<file path="config.mk">
export PLATFORM = sky130hd
export DESIGN_NAME = cdb_arbiter
export DESIGN_NICKNAME = d
export VERILOG_FILES = /design/src/rtl/cdb_arbiter.sv
export SDC_FILE = /design/constraint.sdc
export NUM_CORES = 2
export LEC_CHECK = 0
export BUFFER_PORTS_ARGS = -buffer_cell sky130_fd_sc_hd__buf_2
export CORE_AREA = 3 3 507 509
export DETAILED_ROUTE_END_ITERATION = 7
export DIE_AREA = 0 0 510 512
export GPL_TIMING_DRIVEN = 0
export PLACE_DENSITY_LB_ADDON = 0.05
export SYNTH_ARGS = -nofsm -noshare
export SYNTH_HDL_FRONTEND = slang
export SYNTH_SLANG_ARGS = --single-unit
</file>
<file path="constraint.sdc">
create_clock -name clk -period 33.1 [get_ports clk]
set_input_delay 1.655 -clock clk [delete_from_list [all_inputs] [get_ports clk]]
set_output_delay 1.655 -clock clk [all_outputs]
set_load 0.03 [all_outputs]
</file>
<file path="src/rtl/cdb_arbiter.sv">
// cdb_arbiter: shares the common data bus between FU completion ports.
// Each source owns a 1-entry holding register. Held records are granted
// round-robin onto the CDB. A source can be refilled in the same cycle its
// record departs, so an always-granted source sustains one record per cycle.
// Optional statistics counters are enabled by defining CDB_ARB_STATS_EN.
module cdb_arbiter #(
  parameter int N_SRC     = 4,
  parameter int PAYLOAD_W = 256,
  parameter int IDX_W     = $clog2(N_SRC)
) (
  input  logic                       clk,
  input  logic                       rst,
  input  logic                       flush,
  input  logic [N_SRC-1:0]           src_valid,
  input  logic [N_SRC*PAYLOAD_W-1:0] src_payload,
  output logic [N_SRC-1:0]           src_ready,
  output logic                       cdb_valid,
  output logic [PAYLOAD_W-1:0]       cdb_payload,
  output logic [IDX_W-1:0]           cdb_src,
  input  logic                       cdb_ready,
  output logic [N_SRC-1:0]           held_mask
`ifdef CDB_ARB_STATS_EN
  ,
  output logic [31:0]                conflict_cnt,
  output logic [N_SRC*32-1:0]        grant_cnt
`endif
);

  logic [N_SRC-1:0]     held_q, held_d;
  logic [PAYLOAD_W-1:0] hold_data_q [N_SRC];
  logic [IDX_W-1:0]     rr_ptr_q, rr_ptr_d;

  logic [IDX_W-1:0]     grant;
  logic                 found;
  logic [IDX_W:0]       scan_idx;
  logic                 xfer;
  logic [IDX_W-1:0]     rr_next;
  logic [N_SRC-1:0]     accept;

  // Rotating priority scan: first held source at or after rr_ptr wins.
  always_comb begin
    grant    = '0;
    found    = 1'b0;
    scan_idx = '0;
    for (int k = 0; k < N_SRC; k++) begin
      scan_idx = {1'b0, rr_ptr_q} + (IDX_W+1)'(k);
      if (scan_idx >= (IDX_W+1)'(N_SRC)) begin
        scan_idx = scan_idx - (IDX_W+1)'(N_SRC);
      end
      if (!found && held_q[scan_idx[IDX_W-1:0]]) begin
        grant = scan_idx[IDX_W-1:0];
        found = 1'b1;
      end
    end
  end

  // CDB drive, transfer detect and per-source accept handshake.
  always_comb begin
    cdb_valid   = |held_q;
    cdb_payload = cdb_valid ? hold_data_q[grant] : '0;
    cdb_src     = cdb_valid ? grant : '0;
    xfer        = cdb_valid && cdb_ready;
    rr_next     = (grant == IDX_W'(N_SRC-1)) ? '0 : grant + 1'b1;
    held_mask   = held_q;
    for (int i = 0; i < N_SRC; i++) begin
      // Held in reset so no FU hands off a record that would be lost.
      src_ready[i] = !rst && !flush &&
                     (!held_q[i] || (xfer && (grant == IDX_W'(i))));
      accept[i]    = src_valid[i] && src_ready[i];
    end
  end

  // Next occupancy and round-robin pointer; flush empties all entries but
  // leaves the pointer where it was.
  always_comb begin
    held_d   = held_q;
    rr_ptr_d = rr_ptr_q;
    if (xfer) begin
      held_d[grant] = 1'b0;
      rr_ptr_d      = rr_next;
    end
    for (int i = 0; i < N_SRC; i++) begin
      if (accept[i]) begin
        held_d[i] = 1'b1;
      end
    end
    if (flush) begin
      held_d   = '0;
      rr_ptr_d = rr_ptr_q;
    end
  end

  // Occupancy, pointer and holding-register state.
  always_ff @(posedge clk or posedge rst) begin
    if (rst) begin
      held_q      <= '0;
      rr_ptr_q    <= '0;
      hold_data_q <= '{default: '0};
    end else begin
      held_q   <= held_d;
      rr_ptr_q <= rr_ptr_d;
      for (int i = 0; i < N_SRC; i++) begin
        if (accept[i]) begin
          hold_data_q[i] <= src_payload[i*PAYLOAD_W +: PAYLOAD_W];
        end
      end
    end
  end

`ifdef CDB_ARB_STATS_EN
  logic [31:0] conflict_cnt_q;
  logic [31:0] grant_cnt_q [N_SRC];

  function automatic logic [31:0] sat_inc(input logic [31:0] v);
    return (v == 32'hFFFF_FFFF) ? v : v + 32'd1;
  endfunction

  // Transfer statistics; flush does not clear them.
  always_ff @(posedge clk or posedge rst) begin
    if (rst) begin
      conflict_cnt_q <= '0;
      grant_cnt_q    <= '{default: '0};
    end else if (xfer) begin
      if ($countones(held_q) >= 2) begin
        conflict_cnt_q <= sat_inc(conflict_cnt_q);
      end
      grant_cnt_q[grant] <= sat_inc(grant_cnt_q[grant]);
    end
  end

  // Flatten the per-source grant counters onto the output bus.
  always_comb begin
    conflict_cnt = conflict_cnt_q;
    for (int i = 0; i < N_SRC; i++) begin
      grant_cnt[i*32 +: 32] = grant_cnt_q[i];
    end
  end
`endif

endmodule

</file>
==> results.py <==
metrics = {
    "yosys": {
        "syn_area_per_cell_um2": 14.4,
        "ys.flop_type": "dfrtp_1",
        "synth-seq-area-share": 0.570,
        "synth-edff-count": 0,
        "synthDistinctLibCells": 35,
        "synth_warnings": 0,
        "synthArstFlopShare": 1.00,
        "syn_area_mm2": 0.0452,
        "ys_ff_latch": 1030,
        "synth_cells": 3143,
        "syn-num-nets": 4175,
    },
    "hold_path": {
        "min_path_type": "flip-flop to flip-flop",
        "hp-start": "hold_data_q[457]",
    },
    "sta": {
        "finalSetupViolations": 0,
        "rsz0062_at_grt": "no",
        "worst_pin_slew_ns": 1.09,
        "drv_slew": 0,
        "whs_ns": 0.480,
        "finalHoldViolCount": 0,
        "fin_skew_ns": 0.0404,
        "finalSetupTns_ns": 0,
        "fmax_ghz": 0.163,
        "max_slew_margin": 0.272,
        "fin_crit_ns": 6.13,
        "period_share": 0.185,
    },
    "power": {
        "ir_drop_mv": 0.0407,
        "power.total_mw": 4.24,
        "powerDensity_mw_per_mm2": 69.2,
        "p_leak_nw": 27.6,
    },
    "placement": {
        "gp_congestion": 0.791,
        "portBuffers": 1298,
        "postPlaceCellArea_mm2": 0.0563,
        "dp_hpwl_mm": 206,
    },
    "worst_setup_path": {
        "worstSetupEndpointType": "output pin",
        "crit_arrival_ns": 4.48,
        "critPathKind": "flip-flop to output pin",
        "cp-start-kind": "flip-flop",
        "crit_start": "held_mask[0]",
        "r2r-start": "held_mask[0]",
        "cp.required_ns": 31.44,
        "cp_max_fo": 10,
    },
    "routing": {
        "drt_first_iter_violations": 1571,
        "vias": 34766,
        "wl_per_cell_um": 32.1,
        "dr.pass1.iters": 5,
        "via_per_inst": 4.26,
        "ant_nets": 0,
        "drc": 0,
        "routed_wl_mm": 262,
    },
    "layout": {
        "final_common_cell": "buf_2",
        "finalNetCount": 5634,
        "drive_above_1_share": 0.525,
        "final_area_mm2": 0.0613,
        "final_cell_mix": "buf_2 (1388), dfrtp_1 (1030), mux2_2 (763)",
        "syn_to_final_growth_pct": 35.5,
        "final_util": 0.242,
    },
    "floorplan": {
        "row_count": 185,
        "initial_core_util": 0.178,
        "die_area_mm2": 0.261,
        "core_mm2": 0.253,
        "top_level_ports": 1299,
        "chipWidth_um": 510,
        "die_h_um": 512,
    },
    "cts": {
        "cts_hold_buffers": 0,
        "cts_buffers": 146,
        "cts_root_buffer": "clkbuf_16",
        "post-cts-setup-buffer-count": 0,
        "clkSlewWorstSetupHoldPaths_ns": 0.05,
        "h-tree-depth": 4,
        "numClockSinks": 1030,
        "clock_latency_ns": 0.76,
        "cts-resized-gates": 0,
        "cts_tree": "done",
        "cts_max_path_buffers": 3,
    },
    "grt": {
        "grt_pass1_wl_mm": 345,
        "grt_pass1_vias": 36646,
        "grt_max_degree": 108,
        "antenna_found_initial": 398,
        "grt.total_usage": 0.194,
        "grt_overflow": 0,
    },
    "job": {
        "max-cap-violations": 0,
    },
    "outcome": {
        "outcome": "finished, final reports clean",
    },
}
[layout make-up]
| cell class | count | area [µm²] |
|---|---|---|
| clock buffer | 229 | 4460 |
| multi-input combinational | 1847 | 17900 |
| inverter | 8 | 38.8 |
| buffer | 258 | 1500 |
| fill | 27179 | 192000 |
| antenna | 87 | 218 |
| timing repair buffer | 1311 | 6850 |
| sequential | 1030 | 25800 |
| tap | 3366 | 4210 |
| clock inverter | 26 | 312 |
[per-stage QoR]
step | setup WS, ns | cells
2_1_floorplan | 2.42 | 3143
3_3_place_gp | -17.75 | 7807
3_5_place_dp | 27.28 | 7820
4_1_cts | 26.40 | 8075
5_1_grt | 26.49 | 8104
6_report | 26.97 | 8162
[power by group]
group / switching, mW / internal, mW / total, mW / leakage (nW)
Sequential: 0.148 / 1.53 / 1.67 / 12.2
Combinational: 0.566 / 0.409 / 0.974 / 13.1
Clock: 0.646 / 0.947 / 1.59 / 2.35
Total: 1.36 / 2.88 / 4.24 / 27.6
[Yosys cell counts, types with 2 or more instances]
library cell | count | area [µm²]
buf_4 | 46 | 345
clkbuf_1 | 87 | 327
dfrtp_1 | 1030 | 25800
nand2b_1 | 2 | 12.5
inv_1 | 7 | 26.3
or2_2 | 2 | 12.5
o21ai_1 | 4 | 20.0
a21oi_1 | 10 | 50.1
o21ai_0 | 2 | 10.0
nand2_1 | 7 | 26.3
a22oi_1 | 258 | 1940
o21a_1 | 2 | 15.0
buf_1 | 3 | 11.3
and2_1 | 2 | 12.5
nor2_1 | 8 | 30.0
mux2_1 | 261 | 2940
nand3_1 | 2 | 10.0
o22ai_1 | 256 | 1600
buf_2 | 90 | 450
mux2_2 | 763 | 8590
mux2i_1 | 256 | 2560
buf_6 | 32 | 360
[critical path: stages, from the launching register on]
cell,delay (ns)
dfrtp_1,0.37
buf_2,0.19
o21ai_0,0.22
nand2_1,0.09
nor2_1,0.40
clkbuf_2,0.63
clkbuf_1,0.71
a22oi_1,0.24
o22ai_1,0.50
buf_2,0.35
[sequential cells by signal, summed over array words and instances, names as in the netlist]
name	flops
hold_data_q	1024
held_mask	4
rr_ptr_q	2
[per-layer routing]
metal  vias up  track usage  wire length (µm)
li1      14885            -                 -
met1     17283        0.219             99700
met2      1549        0.330            125000
met3       769       0.0950             27600
met4       280       0.0394              7120
met5         -            0              1830
[path summary, 6_finish.rpt]
path | to | depth (start not counted) | slack, ns
worst max-delay path | cdb_payload[100] | 9 | 26.97
worst min-delay path | hold_data_q[457] | 1 | 0.48
worst max register to register | hold_data_q[138] | 8 | 30.02
worst min register to register | hold_data_q[457] | 1 | 0.48
max in group asynchronous | hold_data_q[465] | 5 | 30.59
min in group asynchronous | held_mask[3] | 3 | 0.96
[cell families (layout without fill, tap and decap cells)]
logic type / Yosys count / count (layout) / synth area share
other: 0 / 87 / 0
muxes: 1280 / 1280 / 0.312
DFF: 1030 / 1030 / 0.570
buffers and inverters: 266 / 1832 / 0.0337
AOI/OAI and AO/OA: 539 / 539 / 0.0818
and+or+nand+nor: 28 / 28 / 0.00299
(Power assumes the default switching activity.)
